File: src/rtl/text_seq_core_pkg.sv
// Shared types for the text sequencer core.
// Holds the opcode and FSM state encodings plus the opcode field width.
package text_core_pkg;

    localparam int OPW = 3;

    typedef enum logic [OPW-1:0] {
        OP_RESET   = 3'd0,
        OP_LOAD    = 3'd1,
        OP_STORE   = 3'd2,
        OP_ADVANCE = 3'd3,
        OP_INCR    = 3'd4,
        OP_PAUSE   = 3'd5,
        OP_SETPTR  = 3'd6,
        OP_JUMP    = 3'd7
    } opcode_t;

    typedef enum logic [2:0] {
        IDLE    = 3'd0,
        FETCH   = 3'd1,
        DECODE  = 3'd2,
        LOAD_WB = 3'd3,
        EXEC    = 3'd4,
        PAUSE   = 3'd5
    } state_t;

endpackage

File: src/rtl/text_seq_core_if.sv
// Single-port memory bus between the sequencer core and its memory.
// master: addr, wr_data, wr_en out, rd_data in; slave: the reverse.
interface text_seq_core_if #(
    parameter int DW = 16,
    parameter int AW = 16
) ();

    logic [AW-1:0] addr;
    logic [DW-1:0] wr_data;
    logic          wr_en;
    logic [DW-1:0] rd_data;

    modport master (
        output addr,
        output wr_data,
        output wr_en,
        input  rd_data
    );

    modport slave (
        input  addr,
        input  wr_data,
        input  wr_en,
        output rd_data
    );

endinterface

File: src/rtl/text_seq_core_pause.sv
// Pause timer: counts cycles spent in PAUSE, re-armed by clear.
// Ports: clk, rst_n, clear, enable in; done out (count==PAUSE_CYCLES-1).
module tc_pause_timer #(
    parameter int PAUSE_CYCLES = 2
) (
    input  logic clk,
    input  logic rst_n,
    input  logic clear,
    input  logic enable,
    output logic done
);

    localparam int CW = $clog2(PAUSE_CYCLES + 1);

    logic [CW-1:0] count_q;
    logic [CW-1:0] count_d;

    always_comb begin
        count_d = count_q;
        if (clear) begin
            count_d = '0;
        end else if (enable) begin
            count_d = count_q + 1'b1;
        end
    end

    always_ff @(posedge clk or negedge rst_n) begin
        if (!rst_n) begin
            count_q <= '0;
        end else begin
            count_q <= count_d;
        end
    end

    assign done = (count_q == CW'(PAUSE_CYCLES - 1));

endmodule

File: src/rtl/text_seq_core.sv
// Multicycle fetch/decode/execute sequencer driving a text-window pointer.
// Ports: clk, rst_n, run in; halted out; bus (master) to shared memory.
module text_seq_core
    import text_core_pkg::*;
#(
    parameter int          DW           = 16,
    parameter int          AW           = 16,
    parameter int          TEXT_BASE    = 914,
    parameter int          WRAP_AT      = 8000,
    parameter int          WRAP_TO      = 895,
    parameter int unsigned INC_STEP     = 32'h0301,
    parameter int          PAUSE_CYCLES = 2
) (
    input  logic            clk,
    input  logic            rst_n,
    input  logic            run,
    output logic            halted,
    text_seq_core_if.master bus
);

    localparam int IW = DW - OPW;

    localparam logic [AW-1:0] BASE  = AW'(TEXT_BASE);
    localparam logic [AW-1:0] W_AT  = AW'(WRAP_AT);
    localparam logic [AW-1:0] W_TO  = AW'(WRAP_TO);
    localparam logic [DW-1:0] STEP  = DW'(INC_STEP);

    state_t        state_q, state_d;
    logic [AW-1:0] pc_q, pc_d;
    logic [AW-1:0] ptr_q, ptr_d;
    logic [DW-1:0] data_q, data_d;
    opcode_t       op_q, op_d;
    logic [IW-1:0] imm_q, imm_d;

    opcode_t       dec_op;
    logic [AW-1:0] imm_ext;
    state_t        bound;
    logic          pt_clear;
    logic          pt_en;
    logic          pt_done;

    assign dec_op  = opcode_t'(bus.rd_data[OPW-1:0]);
    assign imm_ext = AW'(imm_q);
    assign bound   = run ? FETCH : IDLE;
    assign halted  = (state_q == IDLE);

    tc_pause_timer #(
        .PAUSE_CYCLES(PAUSE_CYCLES)
    ) u_pause (
        .clk    (clk),
        .rst_n  (rst_n),
        .clear  (pt_clear),
        .enable (pt_en),
        .done   (pt_done)
    );

    always_comb begin
        state_d     = state_q;
        pc_d        = pc_q;
        ptr_d       = ptr_q;
        data_d      = data_q;
        op_d        = op_q;
        imm_d       = imm_q;
        pt_clear    = 1'b0;
        pt_en       = 1'b0;
        bus.addr    = pc_q;
        bus.wr_data = '0;
        bus.wr_en   = 1'b0;

        unique case (state_q)
            IDLE: begin
                if (run) begin
                    state_d = FETCH;
                end
            end
            FETCH: begin
                state_d = DECODE;
            end
            DECODE: begin
                pc_d  = pc_q + 1'b1;
                op_d  = dec_op;
                imm_d = bus.rd_data[DW-1:OPW];
                unique case (dec_op)
                    OP_LOAD: begin
                        bus.addr = ptr_q;
                        state_d  = LOAD_WB;
                    end
                    OP_STORE: begin
                        bus.addr    = ptr_q;
                        bus.wr_data = data_q;
                        bus.wr_en   = 1'b1;
                        state_d     = EXEC;
                    end
                    OP_PAUSE: begin
                        pt_clear = 1'b1;
                        state_d  = PAUSE;
                    end
                    default: begin
                        state_d = EXEC;
                    end
                endcase
            end
            LOAD_WB: begin
                data_d  = bus.rd_data;
                state_d = bound;
            end
            EXEC: begin
                // RESET and JUMP override the increment done in DECODE
                unique case (1'b1)
                    (op_q == OP_RESET):  pc_d = '0;
                    (op_q == OP_JUMP):   pc_d = imm_ext;
                    (op_q == OP_INCR):   data_d = data_q + STEP;
                    (op_q == OP_SETPTR): ptr_d = BASE + imm_ext;
                    (op_q == OP_ADVANCE):
                        ptr_d = (ptr_q == W_AT) ? W_TO : ptr_q + 1'b1;
                    default: ;
                endcase
                state_d = bound;
            end
            PAUSE: begin
                pt_en = 1'b1;
                if (pt_done) begin
                    state_d = bound;
                end
            end
            default: begin
                state_d = IDLE;
            end
        endcase
    end

    always_ff @(posedge clk or negedge rst_n) begin
        if (!rst_n) begin
            state_q <= IDLE;
            pc_q    <= '0;
            ptr_q   <= BASE;
            data_q  <= '0;
            op_q    <= OP_RESET;
            imm_q   <= '0;
        end else begin
            state_q <= state_d;
            pc_q    <= pc_d;
            ptr_q   <= ptr_d;
            data_q  <= data_d;
            op_q    <= op_d;
            imm_q   <= imm_d;
        end
    end

endmodule

File: src/flat_wrapper.sv
// flat-port wrapper written by rule: the top's interface ports become plain ports
module text_seq_core_flat import text_core_pkg::*;
#(
    parameter int          DW           = 16,
    parameter int          AW           = 16,
    parameter int          TEXT_BASE    = 914,
    parameter int          WRAP_AT      = 8000,
    parameter int          WRAP_TO      = 895,
    parameter int unsigned INC_STEP     = 32'h0301,
    parameter int          PAUSE_CYCLES = 2
)
  (clk, rst_n, run, halted, bus_addr, bus_wr_data, bus_wr_en, bus_rd_data);
  text_seq_core_if #(.DW(DW), .AW(AW)) bus_i ();
  input  logic clk;
  input  logic rst_n;
  input  logic run;
  output logic halted;
  output wire logic [$bits(bus_i.addr)-1:0] bus_addr;
  output wire logic [$bits(bus_i.wr_data)-1:0] bus_wr_data;
  output wire logic [$bits(bus_i.wr_en)-1:0] bus_wr_en;
  input wire logic [$bits(bus_i.rd_data)-1:0] bus_rd_data;
  assign bus_addr = bus_i.addr;
  assign bus_wr_data = bus_i.wr_data;
  assign bus_wr_en = bus_i.wr_en;
  assign bus_i.rd_data = bus_rd_data;
  text_seq_core #(.DW(DW), .AW(AW), .TEXT_BASE(TEXT_BASE), .WRAP_AT(WRAP_AT), .WRAP_TO(WRAP_TO), .INC_STEP(INC_STEP), .PAUSE_CYCLES(PAUSE_CYCLES)) u_core (.clk(clk), .rst_n(rst_n), .run(run), .halted(halted), .bus(bus_i));
endmodule
File: config.mk
export PLATFORM = sky130hd
export DESIGN_NAME = text_seq_core_flat
export DESIGN_NICKNAME = d
export VERILOG_FILES = /design/src/rtl/text_seq_core_pkg.sv /design/src/rtl/text_seq_core_if.sv /design/src/rtl/text_seq_core_pause.sv /design/src/rtl/text_seq_core.sv /design/src/flat_wrapper.sv
export SDC_FILE = /design/constraint.sdc
export NUM_CORES = 1
export LEC_CHECK = 0
export ABC_CLOCK_PERIOD_IN_PS = 2560
export BUFFER_PORTS_ARGS = -buffer_cell sky130_fd_sc_hd__buf_2
export CAP_MARGIN = 30
export CORE_ASPECT_RATIO = 1.1
export CORE_MARGIN = 2
export CORE_UTILIZATION = 32
export DETAILED_ROUTE_END_ITERATION = 8
export PLACE_DENSITY = 0.47
export SYNTH_ARGS = -nofsm -noshare
export SYNTH_HDL_FRONTEND = slang
export SYNTH_SLANG_ARGS = --single-unit
export TNS_END_PERCENT = 50
File: constraint.sdc
create_clock -name clk -period 2.56 [get_ports clk]
set_input_delay 0.512 -clock clk [delete_from_list [all_inputs] [get_ports clk]]
set_output_delay 0.512 -clock clk [all_outputs]
set_load 0.01 [all_outputs]
==> Word-level counts from Yosys, hierarchy flattened <==
Index checks and enable logic that the tools add are counted.
{ "totals": {"word_cells": 64, "regBits": 69, "in_bits": 19, "output_inout_bits": 34} }
{ "classes": {"n_addsub": 5, "reduce_logical": 12, "eq_ne": 18, "muxes": 22} }
{ "ops": {"columns": ["op", "count"], "rows": [
  ["16-bit one-hot mux with 2 select lines", 4],
  ["16-bit two-way mux", 6],
  ["16-bit by 1-bit adder with 16-bit output (second input constant)", 2],
  ["3-bit == test (second input constant)", 6],
  ["16-bit by 10-bit adder with 16-bit output (second input constant)", 1],
  ["16-bit by 13-bit == test with 1-bit output (second input constant)", 1],
  ["3-bit one-hot mux with 5 select lines", 1],
  ["10-bit by 13-bit adder with 14-bit output (first input constant)", 1],
  ["3-bit by 2-bit == test with 1-bit output (second input constant)", 4],
  ["2-bit AND reduction", 4],
  ["2-bit nonzero test", 4],
  ["3-bit by 1-bit == test with 1-bit output (second input constant)", 2],
  ["3-bit zero test", 2],
  ["1-bit two-way mux", 6],
  ["3-bit two-way mux", 2],
  ["3-bit one-hot mux with 2 select lines", 1],
  ["2-bit two-way mux", 2],
  ["2-bit by 1-bit != test with 1-bit output (second input constant)", 2],
  ["2-bit OR reduction", 2],
  ["3-bit by 1-bit != test with 1-bit output (second input constant)", 1],
  ["2-bit by 1-bit adder with 2-bit output (second input constant)", 1],
  ["2-bit by 1-bit == test with 1-bit output (second input constant)", 1],
  ["2-bit != test (second input constant)", 1]
]} }

==> Longest topological paths before layout <==
Gate-level depths: netlist of run 1.
{ "depth": {"word_depth": 4, "depth_mapped": 8, "ltp_nobuf": 7} }

==> Hierarchy <==
Synthesis of run 1 repeated with hierarchy kept, for this count alone.
{ "unflattened": {"hier_cells": 500, "area_unflattened_um2": 4369.2} }
{ "modules_own_cells": {"columns": ["mod", "n_inst", "cells_each", "area_each_um2"], "rows": [
  ["text_seq_core", 1, 492, 4279.1],
  ["tc_pause_timer", 1, 8, 90.1]
]} }

==> Worst setup path after synthesis of run 1 <==
OpenSTA, ideal clock, no wires.
{ "synth_path": {"path_type": "register to output", "from": "reg u_core.state_q[2]", "to": "out bus_wr_data[10]", "path_slack_ps": 318, "t_required_ps": 2048, "path_buffers": 2, "arrival_time_ps": 1730, "path_stages_with_launch": 7, "cell_sequence": "dfrtp_1 -> buf_2 -> nor2b_1 -> nand2_1 -> nor3_1 -> clkbuf_1 -> and2_1"} }
{ "synth_via": {"elab_chain_len": 2} }
{ "synth_lines": {"columns": ["item", "line", "source"], "rows": [
  ["start, declared", "text_seq_core.sv:28", "state_t state_q, state_d;"],
  ["start signal, assigned", "text_seq_core.sv:141", "state_q <= state_d;"],
  ["3-bit by 2-bit == test with 1-bit output", "text_seq_core.sv:70", "unique case (state_q)"],
  ["16-bit two-way mux", "text_seq_core.sv:70", null],
  ["end, declared", "flat_wrapper.sv:19", "output wire logic [$bits(bus_i.wr_data)-1:0] bus_wr_data;"]
]} }
Every way passes these cells.

==> Worst setup path after layout of run 1 <==
{ "layout_path": {"from": "reg u_core.state_q[1]", "to": "out bus_addr[9]"} }
{ "layout_via": {"elab_chain_len": 2} }
{ "layout_lines": {"columns": ["item", "line", "source"], "rows": [
  ["3-bit by 2-bit == test with 1-bit output", "text_seq_core.sv:70", null],
  ["16-bit two-way mux", "text_seq_core.sv:70", null],
  ["end, declared", "flat_wrapper.sv:18", "output wire logic [$bits(bus_i.addr)-1:0] bus_addr;"]
]} }
Every way passes these cells.

==> metrics.md, run 1 <==
| Metric | Value |
|---|---|
| Drt drc | 0 |
| Clock Pin Slew Worst Setup and Hold Paths | 0.06 ns |
| CTS tree | done |
| Post-route cell area | 5260 um2 |
| Initial antenna violation count | 0 |
| CP endpoint kind | primary output |
| First-pass GRT wire length | 22200 um |
| Mapped Cells | 542 |
| Flop2flop setup slack | 0.36 ns |
| R2R Path End | u_core.ptr_q[13] |
| Vias per cell | 5.44 |
| Mapped cell area | approximately 4400 um2 |
| Worst Tran Pin Value | about 0.64 ns |
| Share of total power in the clock network | 0.210 |
| Sequential fraction of the synthesis area | 0.396 |
| RSZ-0062 raised after global routing | false |
| Final worst-path cycle share | 0.950 |
| Final #Nets | 623 |
| FILL cells | around 1400 |
| Vias in the first global route | between 4000 and 5000 |
| Mean Syn Cell Area | between 8 and 9 um2 |
| Clock root cell | clkbuf_16 |
| Die Width | approximately 120 um |
| Vias post-DR | around 4300 |
| Comb pwr share | 0.405 |
| Worst-Skew Late Latency | 0.34 ns |
| Placer Congestion | 0.856 |
| Cell Pwr Density | 1160 nW/um2 |
| Die H | 127 um |
| Starting DRT DRC Count | around 250 |
| H-Tree Depth | 3 |
| Worst EP arrival | 1.92 ns |
| Prevailing post-synth register cell | dfrtp_1 |
| Row count | 44 |
| Seq pwr share | 0.385 |
| Hold Fails Final Rpt | 0 |
| Status | finished clean |
| Post-Syn Nets | 567 |
| Final setup viols | 0 |
| Antenna viol nets, final | 0 |
| Max incr delay on CP | 0.43 ns |
| Starting density of the core | 0.330 |
| Die area | ~15000 um2 |
| Final Max Slew Viols | 0 |
| Post-DP Area | 4930 um2 |
| Layout cells sized above 1 | 0.206 |
| Critical path class | reg -> out |
| Ys Warns | 0 |
| IO Pins | 53 |
| Skew final | 0.00423 ns |
| First-pass detailed-route iteration total | 5 |
| Largest net degree at the start of global routing | 47 |
| Worst slew margin | 0.572 |
| DP HPWL | 10000 um |
| FF-to-FF path depth | 7 |
| Startpoint Class | flop |
| Highest Clock Rate | 411 MHz |
| Antenna diode count | 0 |
| Post-synth cell types | 55 |
| Crit path cell chain | nor2b_2, nand2_1, a211o_1, buf_4, mux2_2, buf_2 |
| PortBufs | 52 |
| CTS Buffer Depth | 2 |
| Total power | 6.08 mW |
| Worst vdd ir | approximately 0.36 mV |
| Post-synth EDFFs | 0 |
| RR Startpoint | u_core.ptr_q[0] |
| Num CTS Buffers | 9 |
| Sw Share | 0.440 |
| Worst Path Required | 2.05 ns |
| Drt total wl | about 14000 um |
| Core box area | 13300 um2 |
| Hold Buf Count CTS | 0 |
| TritonCTS Sinks | 69 |
| Seq cells post-synth | 69 |
| Total GRT Usage | 0.194 |
| Sw Pwr | between 2 and 3 mW |
| Min cycle time layout | around 2.4 ns |
| Final setup TNS | 0 ns |
| CP max-delay cell | dfrtp_2 |
| Hold Path Class | in -> async |
| Async SR Flop Fraction | 1.00 |
| P_leak | 2.29 nW |
| Crit Path Max Fanout | 20 |
| Total congestion overflow | 0 |
| Power Internal | approximately 3.4 mW |
| Area grow syn2layout | 20.2% |
| Max-cap violations | 0 |
| Routed length per instance | 17.5 um |
-- placed cells by master, fill, tap and decap left out, drive strengths merged, types with 6 or more instances in the layout --
cell,netlist,final
nand2,87,87
buf,9,79
dfrtp,64,64
a21oi,53,53
o21ai,44,44
nor2,42,42
nand3,23,23
and2,18,18
nor3,14,14
inv,13,13
mux2,12,12
nand4,12,12
clkbuf,25,10
and3,9,9
a31oi,8,8
o22ai,8,8
a32oi,7,7
xor2,7,7
nand2b,6,6
o21a,6,6
ha,6,6
-- Yosys cell counts (2+ instances only) --
library cell  count  area [um2]
nand2_1          87         327
dfrtp_1          64        1600
a21oi_1          53         265
o21ai_0          44         220
nor2_1           41         154
clkbuf_1         24        90.1
nand3_1          23         115
and2_1           17         106
inv_1            13        48.8
nor3_1           13        65.1
mux2_2           12         135
nand4_1          12        75.1
and3_1            9        56.3
a31oi_1           8        50.1
o22ai_1           8        50.1
a32oi_1           7        61.3
buf_2             7        35.0
xor2_1            7        61.3
ha_1              6        75.1
nand2b_1          6        37.5
o21a_1            6        45.0
and4_1            5        43.8
dfstp_2           5         131
o22a_1            5        43.8
xnor2_1           5        43.8
a221oi_1          4        35.0
a2bb2oi_1         4        35.0
o211ai_1          4        30.0
a31o_2            3        26.3
nor3b_1           3        22.5
nor4_1            3        18.8
or3_1             3        18.8
or4_1             3        22.5
a211o_1           2        17.5
a21o_1            2        15.0
a22oi_1           2        15.0
nor2b_1           2        12.5
nor4b_1           2        17.5
o31ai_1           2        15.0
-- metrics by stage --
step                      hold WS, ns  instances   util  worst slack (ns)
after global routing            0.225        787  0.396            0.0272
final                           0.195        787  0.396             0.128
after global placement          0.523        769  0.371             0.301
after floorplan                 0.216        542      -             0.318
after detailed placement        0.524        769  0.371             0.250
after CTS                       0.207        785  0.394            0.0187
-- cell type report --
type	count	area (um2)	share of cell area
inverter	13	48.8	0.00928
timing repair buffer	79	475	0.0904
multi-input combinational	426	2470	0.469
clock inverter	6	62.6	0.0119
clock buffer	10	239	0.0454
sequential	69	1740	0.330
tap	184	230	0.0438
-- metal layers --
| metal | GRT usage | wire (um) |
|---|---|---|
| met5 | 0 | 0 |
| met4 | 0.0765 | 320 |
| met3 | 0.0325 | 653 |
| met1 | 0.261 | 6520 |
| met2 | 0.309 | 6300 |
-- flip-flops by register name, indices dropped and copies added, names as in the netlist --
signal                  count
u_core.data_q              16
u_core.pc_q                16
u_core.ptr_q               16
u_core.imm_q               13
u_core.op_q                 3
u_core.state_q              3
u_core.u_pause.count_q      2
-- timing repair --
| action | in CTS | in global routing |
|---|---|---|
| pin swaps | 0 | 1 |
| gates cloned | 0 | 1 |
| gates resized for setup | 1 | 6 |
| endpoints found under the setup margin | 18 | 26 |
| setup buffers | 0 | 1 |
-- power groups by stage --
| stage | logic [mW] | clock network, mW | registers [mW] |
|---|---|---|---|
| finish | 2.46 | 1.28 | 2.34 |
| global route | 2.79 | 1.34 | 2.42 |
| CTS | 2.45 | 1.31 | 2.32 |
| detailed placement | 2.44 | 0 | 2.33 |
| global placement | 2.41 | 0 | 2.34 |
| floorplan | 1.80 | 0 | 2.02 |
-- critical path: cells and delay by family (launching register included) --
family          cells  cell delay [ns]
flops               1             0.43
buf+inv             2             0.40
mux                 1             0.37
simple gates        2             0.26
compound gates      1             0.11
-- cells by family (layout without fill, tap and decap cells) --
logic type,count (synthesis),in the layout,share of synthesized area
XOR/XNOR,12,12,0.0240
flip-flops,69,69,0.396
adder cells (fa/ha/maj),6,6,0.0172
multiplexers,12,12,0.0309
AND/OR/NAND/NOR,235,235,0.261
buffers and inverters,47,108,0.0443
AO/OA/AOI/OAI,161,161,0.227
-- how the worst max path moves through the flow --
| stage | end | start |
|---|---|---|
| final | bus_addr[9] | u_core.state_q[1] |
| after global placement | bus_addr[8] | bus_rd_data[0] |
| after global routing | bus_wr_data[12] | u_core.state_q[0] |
| after detailed placement | bus_addr[9] | bus_rd_data[0] |
| after floorplan | bus_wr_data[10] | u_core.state_q[2] |
| after CTS | bus_wr_data[13] | u_core.state_q[1] |
(Power assumes the default switching activity.)
==> run 2: changes to the inputs <==
SYNTH_HIERARCHICAL = 1   (was not set)
==> run 2 against run 1 <==
Effect of this change: sequential power is essentially flat; maximum frequency shrank 0.18%; worst hold slack gained 0.023 ns; synthesized cell count shrank 7.7%; setup slack lost 0.0045 ns; non-clock buffer count shrank 10; largest cell class unchanged.
==> metrics.md, run 2 <==
| Metric | Value |
|---|---|
| Largest net degree at the start of global routing | 35 |
| Max-cap violations | 0 |
| Most common cell in the synthesized netlist | dfrtp_1 |
| Hold Fails Final Rpt | 0 |
| Row count | 44 |
| Vias post-DR | between 4000 and 5000 |
| Sequential fraction of the synthesis area | 0.397 |
| Starting density of the core | 0.329 |
| Placed Cells | 724 |
| Mean Syn Cell Area | between 8 and 9 um2 |
| Critical path class | reg -> out |
| Drt drc | 0 |
| CP endpoint kind | primary output |
| CTS tree | done |
| RSZ-0062 raised after global routing | false |
| PortBufs | 52 |
| Placer Congestion | 0.865 |
| First-pass detailed-route iteration total | 5 |
| Post-CTS setup repair buffer count | 0 |
| Core box area | roughly 13000 um2 |
| H-Tree Depth | 3 |
| Startpoint Class | flop |
| Async SR Flop Fraction | 1.00 |
| Largest registers | u_core/data_q x16, u_core/pc_q x16, u_core/ptr_q x16 |
| Fin Hold WS | 0.217 ns |
| P_leak | 2.23 nW |
| CTS Buffer Depth | 2 |
| Initial antenna violation count | 0 |
| FF-to-FF path depth | 5 |
| Clock Pin Slew Worst Setup and Hold Paths | 0.06 ns |
| Mapped cell area | between 4000 and 5000 um2 |
| Highest Clock Rate | 410 MHz |
| Post-route non-filler standard cell count | around 740 |
| Most frequent cells in the layout | dfrtp_1 (64), buf_2 (52), a21oi_1 (45) |
| Num CTS Buffers | 9 |
| Ys Warns | 6 |
| Synth top cells by count | dfrtp_1 (64), a21oi_1 (45), nand2_1 (42), nor2_1 (35), o21ai_0 (32) |
| Synth area leaders | dfrtp_1 (37%), mux2_2 (6.4%), a21oi_1 (5.2%) |
| Crit path cell chain | buf_4, nor3_2, o21ai_2, buf_12, mux2_2, buf_2 |
| Antenna viol nets, final | 0 |
| TritonCTS Sinks | 69 |
| Die Width | 115 um |
| Min cycle time layout | 2.44 ns |
| CP max-delay cell | dfrtp_1 |
| Antenna diode count | 0 |
| Post-CTS sizing | 0 |
| Status | finished clean |
| Post-synth cell types | between 60 and 70 |
| Final Max Slew Viols | 0 |
| Hold Buf Count CTS | 0 |
| Worst Path Required | 2.05 ns |
| Synth area leader | dfrtp_1 |
| Final worst-path cycle share | 0.952 |
| Worst vdd ir | 0.312 mV |
| Seq cells post-synth | 69 |
| Total GRT Usage | 0.188 |
| Prevailing post-synth register cell | dfrtp_1 |
| Routed length per instance | 17.4 um |
| RR Startpoint | u_core/state_q[1] |
| Cell Pwr Density | 1150 nW/um2 |
| Clock root cell | clkbuf_16 |
| Max incr delay on CP | around 0.44 ns |
| WP buf/inv | 3 |
| Area grow syn2layout | 18.8% |
| First-pass GRT wire length | 21700 um |
| Vias per cell | roughly 5.6 |
| Die H | ~130 um |
| Cell family with most CP delay | buffers and inverters |
| Flop2flop setup slack | 0.45 ns |
| Post-synth EDFFs | 0 |
| R2R Path End | u_core/pc_q[11] |
| Starting DRT DRC Count | 238 |
| Total congestion overflow | 0 |
| Skew final | 0.00721 ns |
| Final setup viols | 0 |
| Worst slew margin | 0.544 |
| Hold Path Class | in -> async |
| Worst setup margin | 0.123 ns |
| Worst-Skew Late Latency | 0.34 ns |
| Post-Syn Nets | between 500 and 600 |
| Layout cells sized above 1 | 0.223 |
| Mapped Cells | 500 |
| Worst Tran Pin Value | 0.683 ns |
| Drt total wl | 12800 um |
| Most common cell after layout, fill and taps aside | dfrtp_1 |
| DP Worst Slack | 0.358 ns |
| Die area | 14600 um2 |
| Final #Nets | 576 |
| Post-synth top area share | 0.367 |
| Worst EP arrival | between 1.5 and 2 ns |
| DP HPWL | 9580 um |
| IO Pins | 53 |
| Vias in the first global route | 4126 |
| Final setup TNS | 0 ns |
| Crit Path Max Fanout | 23 |
run 2: cell types whose count changed in the layout (fill, tap and decap cells not counted), sizes merged, moves of 4 or more:
cell	change
nand2	-45
and3	+16
and2	-14
mux2	+13
buf	-10
a21oi	-8
nor2	-6
nand2b	-5
nand3	+5
and4	-4
nand4	-4
nor2b	+4
run 2: worst max-delay path by stage:
stage                            from      endpoint  cells after the start
floorplan              bus_rd_data[1]  bus_addr[10]                      4
global placement       bus_rd_data[1]   bus_addr[8]                      6
detailed placement     bus_rd_data[1]   bus_addr[8]                      6
CTS                 u_core/state_q[0]   bus_addr[8]                      6
global route        u_core/state_q[0]   bus_addr[1]                      6
finish              u_core/state_q[0]  bus_addr[10]                      6
run 2: per-layer routing:
layer | global-route usage | vias up | part of all wire
li1 | - | 1968 | -
met1 | 0.258 | 2009 | 0.47
met2 | 0.293 | 111 | 0.47
met3 | 0.0296 | 27 | 0.037
met4 | 0.0808 | 0 | 0.024
met5 | 0 | - | 0
run 2: report_power, final:
group          switching, mW  total (mW)  internal (mW)
clock network          0.471        1.34          0.872
logic                   1.24        2.29           1.05
registers              0.731        2.32           1.59
total                   2.44        5.96           3.52
run 2: stage by stage:
step                total power [mW]   util  instance area [um2]
detailed placement              4.62  0.368                 4880
finish                          5.96  0.391                 5190
global placement                4.59  0.368                 4880
global route                    6.42  0.391                 5190
floorplan                       3.83      -                 4370
CTS                             6.00  0.391                 5190
run 2: logic make-up (layout without fill, tap and decap cells):
family,after synthesis,after routing,synth area share
compound gates,159,159,0.229
xor+xnor,13,13,0.0261
fa+ha+maj,6,6,0.0172
buf+inv,44,99,0.0447
flops,69,69,0.397
mux,26,26,0.0667
simple gates,183,183,0.220
run 2: layout make-up:
cell class | count | area [um2]
Tap cell | 184 | 230
Fill cell | 1373 | 8080
Inverter | 15 | 56.3
Clock inverter | 4 | 72.6
Sequential cell | 69 | 1730
Timing Repair Buffer | 69 | 413
Multi-Input combinational cell | 387 | 2440
Clock buffer | 11 | 243
